==> src/rtl/rom_dl_pkg.sv <==
// Shared types for the ROM download bridge: the pending-write entry and port ids.
package rom_dl_pkg;

  localparam logic PORT_CPU = 1'b0;
  localparam logic PORT_GFX = 1'b1;

  typedef struct packed {
    logic        port_sel;
    logic [22:0] a;
    logic [1:0]  ds;
    logic [15:0] d;
  } rom_wr_t;

  // Build a write entry from an absolute byte address, splitting the image by region.
  function automatic rom_wr_t make_entry(input logic [24:0] addr, input logic [24:0] base,
                                         input logic [1:0] ds, input logic [15:0] d);
    rom_wr_t     e;
    logic [24:0] rel;
    e.port_sel = (addr >= base) ? PORT_GFX : PORT_CPU;
    rel        = (addr >= base) ? (addr - base) : addr;
    e.a        = 23'(rel >> 1);
    e.ds       = ds;
    e.d        = d;
    return e;
  endfunction

endpackage

==> src/rtl/rom_download_bridge_if.sv <==
// The two SDRAM write ports (CPU-ROM port 1, graphics port 2) with toggle req/ack.
interface rom_download_bridge_if;
  logic        port1_req;
  logic        port1_ack;
  logic [22:0] port1_a;
  logic [1:0]  port1_ds;
  logic [15:0] port1_d;
  logic        port2_req;
  logic        port2_ack;
  logic [22:0] port2_a;
  logic [1:0]  port2_ds;
  logic [15:0] port2_d;
  logic        port_we;

  modport master (
    output port1_req, port1_a, port1_ds, port1_d,
    output port2_req, port2_a, port2_ds, port2_d,
    output port_we,
    input  port1_ack, port2_ack
  );

  modport slave (
    input  port1_req, port1_a, port1_ds, port1_d,
    input  port2_req, port2_a, port2_ds, port2_d,
    input  port_we,
    output port1_ack, port2_ack
  );
endinterface

==> src/rtl/rom_dl_fifo.sv <==
// Small synchronous FIFO of pending SDRAM writes; push and pop may share a cycle.
module rom_dl_fifo
  import rom_dl_pkg::*;
#(
  parameter int DEPTH = 4
) (
  input  logic    clk_sys,
  input  logic    reset,
  input  logic    push,
  input  rom_wr_t push_data,
  input  logic    pop,
  output rom_wr_t head,
  output logic    empty,
  output logic    full,
  output logic    drop
);

  localparam int AW = $clog2(DEPTH);

  rom_wr_t        mem [DEPTH];
  logic [AW-1:0]  wr_ptr;
  logic [AW-1:0]  rd_ptr;
  logic [AW:0]    count;
  logic           do_push;
  logic           do_pop;

  assign empty   = (count == '0);
  assign full    = (count == (AW+1)'(DEPTH));
  assign do_pop  = pop & ~empty;
  // A full FIFO still takes the push when the head leaves in the same cycle.
  assign do_push = push & (~full | do_pop);
  assign drop    = push & ~do_push;
  assign head    = mem[rd_ptr];

  // Pointer and occupancy bookkeeping.
  always_ff @(posedge clk_sys) begin
    // NOTE: sequential state uses <= so every flop samples pre-edge values.
    if (reset) begin
      wr_ptr <= '0;
      rd_ptr <= '0;
      count  <= '0;
    end else begin
      if (do_push) wr_ptr <= wr_ptr + 1'b1;
      if (do_pop)  rd_ptr <= rd_ptr + 1'b1;
      case ({do_push, do_pop})
        2'b10:   count <= count + 1'b1;
        2'b01:   count <= count - 1'b1;
        default: ;
      endcase
    end
  end

  // Entry storage.
  always_ff @(posedge clk_sys) begin
    // NOTE: storage is not reset; count gates every read, so stale data is never seen.
    if (do_push) mem[wr_ptr] <= push_data;
  end

endmodule

==> src/rtl/rom_download_bridge.sv <==
// Pairs data_io download bytes into 16-bit SDRAM writes, queues them and issues
// them over the toggle req/ack ports; flags completion and dropped writes.
module rom_download_bridge
  import rom_dl_pkg::*;
#(
  parameter logic [24:0] REGION2_BASE = 25'h10000,
  parameter logic [7:0]  ROM_INDEX    = 8'd0,
  parameter int          FIFO_DEPTH   = 4
) (
  input  logic        clk_sys,
  input  logic        reset,
  input  logic        ioctl_downl,
  input  logic [7:0]  ioctl_index,
  input  logic        ioctl_wr,
  input  logic [24:0] ioctl_addr,
  input  logic [7:0]  ioctl_dout,
  rom_download_bridge_if.master sdram,
  output logic        rom_loaded,
  output logic        overflow
);

  typedef enum logic {S_IDLE, S_WAIT} state_t;

  state_t      state;
  logic        sel_q;
  logic        wr_last, downl_last, seen_dl;
  logic        held_valid;
  logic [24:0] held_addr;
  logic [7:0]  held_data;
  logic        pend_valid;
  rom_wr_t     pend_entry;

  logic        accept, downl_fall, downl_rise, pairs;
  rom_wr_t     held_entry, new_single, pair_entry;
  logic        push, hold_load, hold_clear, pend_load;
  rom_wr_t     push_data;
  rom_wr_t     head;
  logic        fifo_empty, fifo_full, fifo_drop, pop, ack_match;

  assign accept     = ioctl_wr & ~wr_last & ioctl_downl & (ioctl_index == ROM_INDEX);
  assign downl_fall = downl_last & ~ioctl_downl;
  assign downl_rise = ~downl_last & ioctl_downl;
  assign pairs      = held_valid & (ioctl_addr == held_addr + 25'd1);
  assign held_entry = make_entry(held_addr, REGION2_BASE, held_addr[0] ? 2'b10 : 2'b01,
                                 {held_data, held_data});
  assign new_single = make_entry(ioctl_addr, REGION2_BASE, ioctl_addr[0] ? 2'b10 : 2'b01,
                                 {ioctl_dout, ioctl_dout});
  assign pair_entry = make_entry(held_addr, REGION2_BASE, 2'b11, {ioctl_dout, held_data});

  // Pairer decision: at most one FIFO push per cycle, a second push is deferred.
  always_comb begin
    // NOTE: defaults first so no path leaves an output unassigned (no latches).
    push       = 1'b0;
    push_data  = new_single;
    hold_load  = 1'b0;
    hold_clear = 1'b0;
    pend_load  = 1'b0;
    if (pend_valid) begin
      push      = 1'b1;
      push_data = pend_entry;
    end else if (accept) begin
      if (pairs) begin
        push       = 1'b1;
        push_data  = pair_entry;
        hold_clear = 1'b1;
      end else begin
        if (held_valid) begin
          push       = 1'b1;
          push_data  = held_entry;
          hold_clear = 1'b1;
        end
        if (!ioctl_addr[0])  hold_load = 1'b1;
        else if (held_valid) pend_load = 1'b1;
        else                 push      = 1'b1;
      end
    end else if (downl_fall && held_valid) begin
      push       = 1'b1;
      push_data  = held_entry;
      hold_clear = 1'b1;
    end
  end

  // Edge detectors, held byte and deferred second push.
  always_ff @(posedge clk_sys) begin
    if (reset) begin
      wr_last    <= 1'b0;
      downl_last <= 1'b0;
      held_valid <= 1'b0;
      held_addr  <= '0;
      held_data  <= '0;
      pend_valid <= 1'b0;
      pend_entry <= '0;
    end else begin
      wr_last    <= ioctl_wr;
      downl_last <= ioctl_downl;
      if (hold_load) begin
        held_valid <= 1'b1;
        held_addr  <= ioctl_addr;
        held_data  <= ioctl_dout;
      end else if (hold_clear) begin
        held_valid <= 1'b0;
      end
      pend_valid <= pend_load;
      if (pend_load) pend_entry <= new_single;
    end
  end

  rom_dl_fifo #(.DEPTH(FIFO_DEPTH)) u_fifo (
    .clk_sys   (clk_sys),
    .reset     (reset),
    .push      (push),
    .push_data (push_data),
    .pop       (pop),
    .head      (head),
    .empty     (fifo_empty),
    .full      (fifo_full),
    .drop      (fifo_drop)
  );

  assign ack_match = (sel_q == PORT_CPU) ? (sdram.port1_ack == sdram.port1_req)
                                         : (sdram.port2_ack == sdram.port2_req);
  assign pop           = (state == S_WAIT) & ack_match;
  assign sdram.port_we = ioctl_downl | (state != S_IDLE) | ~fifo_empty;

  // Issuer: one outstanding write, head entry stays in the FIFO until acknowledged.
  always_ff @(posedge clk_sys) begin
    if (reset) begin
      state           <= S_IDLE;
      sel_q           <= PORT_CPU;
      sdram.port1_req <= sdram.port1_ack;
      sdram.port2_req <= sdram.port2_ack;
      sdram.port1_a   <= '0;
      sdram.port1_ds  <= '0;
      sdram.port1_d   <= '0;
      sdram.port2_a   <= '0;
      sdram.port2_ds  <= '0;
      sdram.port2_d   <= '0;
    end else begin
      case (state)
        S_IDLE: if (!fifo_empty) begin
          sel_q <= head.port_sel;
          if (head.port_sel == PORT_CPU) begin
            sdram.port1_a   <= head.a;
            sdram.port1_ds  <= head.ds;
            sdram.port1_d   <= head.d;
            sdram.port1_req <= ~sdram.port1_req;
          end else begin
            sdram.port2_a   <= head.a;
            sdram.port2_ds  <= head.ds;
            sdram.port2_d   <= head.d;
            sdram.port2_req <= ~sdram.port2_req;
          end
          state <= S_WAIT;
        end
        S_WAIT: if (ack_match) state <= S_IDLE;
        default: state <= S_IDLE;
      endcase
    end
  end

  // Completion and overflow flags, both cleared when a new download starts.
  always_ff @(posedge clk_sys) begin
    if (reset) begin
      rom_loaded <= 1'b0;
      overflow   <= 1'b0;
      seen_dl    <= 1'b0;
    end else if (downl_rise) begin
      rom_loaded <= 1'b0;
      overflow   <= 1'b0;
      seen_dl    <= 1'b1;
    end else begin
      if (fifo_drop) overflow <= 1'b1;
      if (seen_dl && !ioctl_downl && !held_valid && !pend_valid && fifo_empty &&
          (state == S_IDLE))
        rom_loaded <= 1'b1;
    end
  end

  // Keeps the full flag observable for the drop logic inside the FIFO only.
  logic unused_full;
  assign unused_full = fifo_full;

endmodule

==> src/flat_wrapper.sv <==
// flat-port wrapper written by rule: the top's interface ports become plain ports
module rom_download_bridge_flat import rom_dl_pkg::*;
#(
  parameter logic [24:0] REGION2_BASE = 25'h10000,
  parameter logic [7:0]  ROM_INDEX    = 8'd0,
  parameter int          FIFO_DEPTH   = 4
)
  (clk_sys, reset, ioctl_downl, ioctl_index, ioctl_wr, ioctl_addr, ioctl_dout, rom_loaded, overflow, sdram_port1_req, sdram_port1_a, sdram_port1_ds, sdram_port1_d, sdram_port2_req, sdram_port2_a, sdram_port2_ds, sdram_port2_d, sdram_port_we, sdram_port1_ack, sdram_port2_ack);
  rom_download_bridge_if sdram_i ();
  input  logic clk_sys;
  input  logic reset;
  input  logic ioctl_downl;
  input  logic [7:0] ioctl_index;
  input  logic ioctl_wr;
  input  logic [24:0] ioctl_addr;
  input  logic [7:0] ioctl_dout;
  output logic rom_loaded;
  output logic overflow;
  output wire logic [$bits(sdram_i.port1_req)-1:0] sdram_port1_req;
  output wire logic [$bits(sdram_i.port1_a)-1:0] sdram_port1_a;
  output wire logic [$bits(sdram_i.port1_ds)-1:0] sdram_port1_ds;
  output wire logic [$bits(sdram_i.port1_d)-1:0] sdram_port1_d;
  output wire logic [$bits(sdram_i.port2_req)-1:0] sdram_port2_req;
  output wire logic [$bits(sdram_i.port2_a)-1:0] sdram_port2_a;
  output wire logic [$bits(sdram_i.port2_ds)-1:0] sdram_port2_ds;
  output wire logic [$bits(sdram_i.port2_d)-1:0] sdram_port2_d;
  output wire logic [$bits(sdram_i.port_we)-1:0] sdram_port_we;
  input wire logic [$bits(sdram_i.port1_ack)-1:0] sdram_port1_ack;
  input wire logic [$bits(sdram_i.port2_ack)-1:0] sdram_port2_ack;
  assign sdram_port1_req = sdram_i.port1_req;
  assign sdram_port1_a = sdram_i.port1_a;
  assign sdram_port1_ds = sdram_i.port1_ds;
  assign sdram_port1_d = sdram_i.port1_d;
  assign sdram_port2_req = sdram_i.port2_req;
  assign sdram_port2_a = sdram_i.port2_a;
  assign sdram_port2_ds = sdram_i.port2_ds;
  assign sdram_port2_d = sdram_i.port2_d;
  assign sdram_port_we = sdram_i.port_we;
  assign sdram_i.port1_ack = sdram_port1_ack;
  assign sdram_i.port2_ack = sdram_port2_ack;
  rom_download_bridge #(.REGION2_BASE(REGION2_BASE), .ROM_INDEX(ROM_INDEX), .FIFO_DEPTH(FIFO_DEPTH)) u_core (.clk_sys(clk_sys), .reset(reset), .ioctl_downl(ioctl_downl), .ioctl_index(ioctl_index), .ioctl_wr(ioctl_wr), .ioctl_addr(ioctl_addr), .ioctl_dout(ioctl_dout), .sdram(sdram_i), .rom_loaded(rom_loaded), .overflow(overflow));
endmodule
==> config.mk <==
export PLATFORM = sky130hd
export DESIGN_NAME = rom_download_bridge_flat
export DESIGN_NICKNAME = d
export VERILOG_FILES = /design/src/rtl/rom_dl_pkg.sv /design/src/rtl/rom_download_bridge_if.sv /design/src/rtl/rom_dl_fifo.sv /design/src/rtl/rom_download_bridge.sv /design/src/flat_wrapper.sv
export SDC_FILE = /design/constraint.sdc
export NUM_CORES = 1
export LEC_CHECK = 0
export ABC_AREA = 1
export CORE_AREA = 2 2 229 231
export DETAILED_ROUTE_END_ITERATION = 6
export DIE_AREA = 0 0 231 233
export PLACE_DENSITY = 0.46
export SKIP_CTS_REPAIR_TIMING = 1
export SLEW_MARGIN = 20
export SYNTH_ARGS = -nofsm -noshare
export SYNTH_HDL_FRONTEND = slang
export SYNTH_SLANG_ARGS = --single-unit
==> constraint.sdc <==
create_clock -name clk_sys -period 3.4 [get_ports clk_sys]
set_input_delay 0.51 -clock clk_sys [delete_from_list [all_inputs] [get_ports clk_sys]]
set_output_delay 0.51 -clock clk_sys [all_outputs]
set_load 0.03 [all_outputs]
* Word level (Yosys, flattened, before mapping)
Memories as Yosys holds them, arrays and structs flattened. A register that Yosys moved wholly into a read port is not among the register bits. Index checks and enable logic that the tools add are counted.
Cells by class: mux-type cells 48, shift-type cells 0, multipliers 0, bitwise logic cells 23, divide/modulo/power cells 0, reduce and logical (&&, ||, !) cells 20, magnitude comparators 2, equal/unequal tests 9, add/sub/neg operators 7
Operators with widths (number):
- 42-bit two-way mux | 5
- 25-bit by 17-bit >= comparator with 1-bit output, second input constant | 2
- 24-bit two-way mux | 2
- 24-bit by 17-bit subtractor with 24-bit output, second input constant | 2
- 1-bit two-way mux | 35
- 25-bit by 1-bit adder with 25-bit output, second input constant | 1
- 25-bit == test | 1
- 3-bit AND reduction | 4
- 1-bit AND | 10
- 1-bit NOT | 10
- 8-bit logical NOT | 1
- 2-bit two-way mux | 4
- 1-bit logical AND | 6
- 2-bit != test, second input constant | 3
- 3-bit one-hot mux with 2 select lines | 1
- 2-bit nonzero test | 3
- 2-bit by 1-bit adder with 2-bit output, second input constant | 2
- 3-bit by 1-bit adder with 3-bit output, second input constant | 1
- 3-bit == test, second input constant | 1
- 1-bit logical NOT | 3
- 3-bit logical NOT | 1
- 1-bit bitwise OR | 3
- 3-bit by 1-bit subtractor with 3-bit output, second input constant | 1
- 1-bit == test | 2
- 5 further kinds | 5
Word-level totals: bits in read-only memories 0, word-level logic and storage cells 136, memories kept 1, bits in writable memories 168, flip-flop bits (word level) 175, latch bits 0, output and inout port bits 87, bits of input ports 47
Memory list:
- u_core.u_fifo.mem | words 4, bits a word 42, read ports 1, clocked after memory_dff 1, wr ports 1, line rom_dl_fifo.sv:20 | rom_wr_t mem [DEPTH];

* Longest topological paths before layout
depth in word-level cells 9, gate-level depth with buffers 19, gate-level depth less buffers 18

* Cells and area by module
From an unflattened synthesis, not the netlist that was laid out.
Second synthesis, totals: cells, all modules 1826, area total of the unflattened synthesis 15259.6 um^2
By module, submodules not included:
- rom_download_bridge | times used 1, sequential area each 3223.1 um^2, area an instance 8450.6 um^2, cells an instance 1352
- rom_dl_fifo | times used 1, sequential area each 5225.0 um^2, area an instance 6809.0 um^2, cells an instance 474

* Worst setup path after synthesis
No wires, ideal clock.
path type input to register, start input port ioctl_downl, end memory u_core.u_fifo.mem[0][0] in the netlist's numbering, enable pin, path buffers 1, required time 2.958 ns, library setup time 0.442 ns, slack -0.332 ns, stages 8, arrival 3.290 ns, path through nor3_2 inv_1 nand2_1 o21ai_0 nand2_1 nand2_1 clkbuf_1 nor2_1
Between the ends: cells in the longest elaborated chain, start to end 9, elaborated cells on any way between the ends 11, classes of those cells mux: 5; bitwise: 5; reduce/logical: 1
Ends and longest elaborated chain:
- start: declaration | line flat_wrapper.sv:12 | input logic ioctl_downl;
- 1-bit NOT | line rom_download_bridge.sv:41 | assign downl_fall = downl_last & ~ioctl_downl;
- 1-bit AND | line rom_download_bridge.sv:41
- 1-bit logical AND | line rom_download_bridge.sv:76 | end else if (downl_fall && held_valid) begin
- 1-bit two-way mux | line rom_download_bridge.sv:76
- 1-bit two-way mux * | line rom_download_bridge.sv:61 | end else if (accept) begin
- 1-bit two-way mux * | line rom_download_bridge.sv:58 | if (pend_valid) begin
- 1-bit AND * | line rom_dl_fifo.sv:31 | assign do_push = push & (~full | do_pop);
- 1-bit two-way mux * | line rom_dl_fifo.sv:56 | if (do_push) mem[wr_ptr] <= push_data;
- 1-bit two-way mux (implied by the code) * | line rom_dl_fifo.sv:56
- end: declaration | line rom_dl_fifo.sv:20
Mark *: on every way between the ends. The rest lies on a longest branch, timed or not.

==> results_dict.tcl <==
set metrics [dict create \
    status "completed" \
    nNetsFinal 1990 \
    antenna_cells 0 \
    grt_usage 0.1694 \
    fin_skew_ps 18.20 \
    ctsLongestPathBuffers 3 \
    worstMarginPinSlew_ps 869.9 \
    die_w_um 231 \
    avgViaCountPerCell 4.785 \
    io_buffers 133 \
    grt_pass1_wl_um 70810 \
    seq_area_um2 8449 \
    ys_seq_area_frac 0.5515 \
    cts_tree "built" \
    clk_pin_slew_ps 60 \
    synthAdderAreaFrac 0.01029 \
    p_seq_frac 0.476 \
    fp.coreArea_um2 51090 \
    vias 12643 \
    synth_edf_count 170 \
    synth_top_family_by_area "simple AND/OR/NAND/NOR gates" \
    grt_util_met3 0.02843 \
    syn_nets 1860 \
    hold_class "reg2reg" \
    grt_max_degree 81 \
    irDropWorstVdd_uv 313.2 \
    crit_chain "ha_1 -> nand2_1 -> nor2_4 -> nand2_1 -> nor2_2 -> nand3_1 -> nand3_1 -> nand2_1 -> inv_1 -> nand2_1 -> nor2_4 -> nand4_4 -> inv_1 -> a2bb2oi_1" \
    yosys-mux-area-fraction 0 \
    drv_cap 0 \
    crit_fanout 10 \
    crit_path_max_incr_delay_ps 480 \
    crit_required_ps 3730 \
    clock-sinks 337 \
    drive_gt1_frac 0.07543 \
    dp.cells 2569 \
    synth-compound-area-share 0.1304 \
    p_int_mw 7.062 \
    crit_type "reg2reg" \
    async_flop_share 0 \
    leakagePower_nw 7.426 \
    multi_input_area_um2 6003 \
    netlist_area_um2 15320 \
    post_drt_wl_per_cell_um 17.17 \
    p_sw_frac 0.2133 \
    fmax_mhz 333.5 \
    dp_hpwl_um 32290 \
    finalNonFillerCells 2642 \
    drc 0 \
    synthXorXnorAreaFrac 0.01429 \
    finalSetupViolations 0 \
    comb_power_share 0.039 \
    finalCritPeriodShare 0.8820 \
    clkPwrFrac 0.485 \
    use_met1 0.2479 \
    cellPowerDensity_nw_per_um2 472.2 \
    crit_slowest_cell "dfxtp_1" \
    syn_inst 1801 \
    fp.dieH_um 233 \
    arrival_ps 3330 \
    die_area_um2 53820 \
    tns_ps 0 \
    ys.warnings.count 0 \
    yosys.area_share.simple 0.2333 \
    fill_cells 5271 \
    grt_most_used_layer "met2" \
    slew_headroom 0.4194 \
    crit_top_cell "nand2_1" \
    routabilityCongestion 0.8920 \
    cp-end-kind "register" \
    drtIter0Drc 1006 \
    gr-total-overflow 0 \
    dr.pass1.iters 5 \
    wirelength_um 45370 \
    rsz0062_at_grt "no" \
    slew_viol_final 0 \
    grtUsageMet2 0.2616 \
    synth_ff_type "edfxtp_1" \
    worstSkewPairLatency_ps 550 \
    grt_pass1_vias 11833 \
    worstSetupStartpointType "register" \
    start_util 0.2998 \
    core.rowCount 83 \
    cts_buffers 40 \
    ant_nets 0 \
    period_needed_ps 2999 \
    cts_root_buf "clkbuf_16" \
    p_switching_mw 1.914 \
    ys_ff_latch 337 \
    hold_violations 0 \
    io_pins 134 \
    avgSynthCellArea_um2 8.506 \
    ys_types 46 \
    ctsHtreeMaxLevel 2 \
    grt_antenna_before_repair 0 \
    syn2layout_area_growth_pct 24.10 \
]
[Yosys cell counts, types with 3 or more instances]
library cell	count	share of area
o211ai_1	9	0.0044
xor2_1	18	0.010
nor2_1	223	0.055
a22oi_1	10	0.0049
a21oi_1	133	0.043
o22ai_1	7	0.0029
buf_1	4	0.00098
clkinv_1	5	0.0012
nor3_1	13	0.0042
nor2_2	5	0.0020
nor2_4	5	0.0037
nand4_1	26	0.011
a32o_1	36	0.024
o21ai_0	113	0.037
dfxtp_1	167	0.22
xnor2_1	7	0.0040
ha_1	11	0.0090
buf_2	12	0.0039
edfxtp_1	170	0.33
nand2_1	456	0.11
clkbuf_1	76	0.019
inv_1	131	0.032
nand3_1	110	0.036
nor4_1	3	0.0012
nand3b_1	4	0.0020
inv_2	4	0.00098
o221ai_1	18	0.010
[through the flow]
stage          power (mW)  setup slack, ps  utilization  cell area, µm²  hold slack (ps)
2_1_floorplan       4.530           -332.1            -           15320            430.7
3_3_place_gp        4.708            9.000       0.3455           17650            438.3
3_5_place_dp        4.709           -9.843       0.3455           17650            444.4
4_1_cts             9.119            295.8       0.3719           19000            453.7
5_1_grt             9.303            26.01       0.3721           19010            477.0
6_report            8.977            401.3       0.3721           19010            451.6
[power by group through the flow]
| stage | sequential, mW | clock, mW | combinational [mW] |
|---|---|---|---|
| floorplan | 4.37 | 0 | 0.165 |
| global placement | 4.36 | 0 | 0.347 |
| detailed placement | 4.36 | 0 | 0.348 |
| CTS | 4.27 | 4.50 | 0.349 |
| global route | 4.27 | 4.64 | 0.388 |
| finish | 4.27 | 4.35 | 0.348 |
[layer usage]
layer / routed length (µm) / vias to the layer above
met5: 0 / -
met4: 656 / 0
met3: 2406 / 48
met2: 19760 / 266
met1: 22550 / 5955
li1: - / 6374
[sequential cells by signal (all words and copies together), names as in the netlist, named ones only]
signal and cells:
u_core.held_data 8, u_core.seen_dl 1, u_core.sdram.port2_ds 2, u_core.sdram.port1_a 23
u_core.sdram.port1_ds 2, u_core.u_fifo.mem 168, u_core.sdram.port2_req 1, u_core.wr_last 1
u_core.state 1, u_core.sdram.port1_d 16, u_core.rom_loaded 1, u_core.sdram.port2_a 23
u_core.held_valid 1, u_core.sdram.port2_d 16, u_core.pend_valid 1, u_core.held_addr 25
u_core.sdram.port1_req 1, u_core.u_fifo.count 3, u_core.downl_last 1, u_core.overflow 1
u_core.u_fifo.wr_ptr 2, u_core.sel_q 1, u_core.u_fifo.rd_ptr 2, u_core.pend_entry 34
[critical path: cells and delay by family (launching register included)]
kind	cells	cell delay, ps
compound gates	1	310
fa+ha+maj	1	260
buf+inv	2	150
flops	1	480
simple gates	10	1560
[cell type report]
type / count / area share
sequential: 337 / 0.4445
tap: 680 / 0.04475
clock inverter: 13 / 0.008029
clock buffer: 60 / 0.06279
multi-input combinational: 1228 / 0.3158
inverter: 140 / 0.02791
timing repair buffer: 184 / 0.09629
[placed cells by master (no fill, tap or decap), drive strengths merged, types with 2 or more instances in the layout]
| cell type | instances |
|---|---|
| o22ai | 7 |
| o21bai | 2 |
| dfxtp | 167 |
| nor4 | 4 |
| clkinv | 10 |
| nand4 | 27 |
| or2 | 2 |
| o221ai | 18 |
| nand3b | 4 |
| o21ai | 114 |
| xnor2 | 7 |
| nor3 | 15 |
| a32o | 36 |
| clkdlybuf4s50 | 133 |
| a22oi | 10 |
| xor2 | 18 |
| nor2 | 233 |
| inv | 140 |
| a21oi | 133 |
| ha | 11 |
| clkbuf | 60 |
| nor3b | 2 |
| buf | 51 |
| nand2 | 457 |
| o211ai | 9 |
| nand3 | 111 |
| bufinv | 3 |
| edfxtp | 170 |
[worst paths after layout]
path | from | end | slack [ps] | cells past startpoint
worst max-delay path | u_core.held_addr[0] | u_core.u_fifo.mem[0][16] | 400 | 14
worst min-delay path | u_core.rom_loaded | u_core.rom_loaded | 450 | 2
worst max register to register | u_core.held_addr[0] | u_core.u_fifo.mem[0][16] | 400 | 14
worst min register to register | u_core.rom_loaded | u_core.rom_loaded | 450 | 2
[cells by family after synthesis]
kind of cell,count (synthesis)
simple gates,857
flops,337
compound gates,334
buf+inv,236
xor+xnor,25
fa+ha+maj,12
No activity file was read; power rests on OpenSTA's default activity.
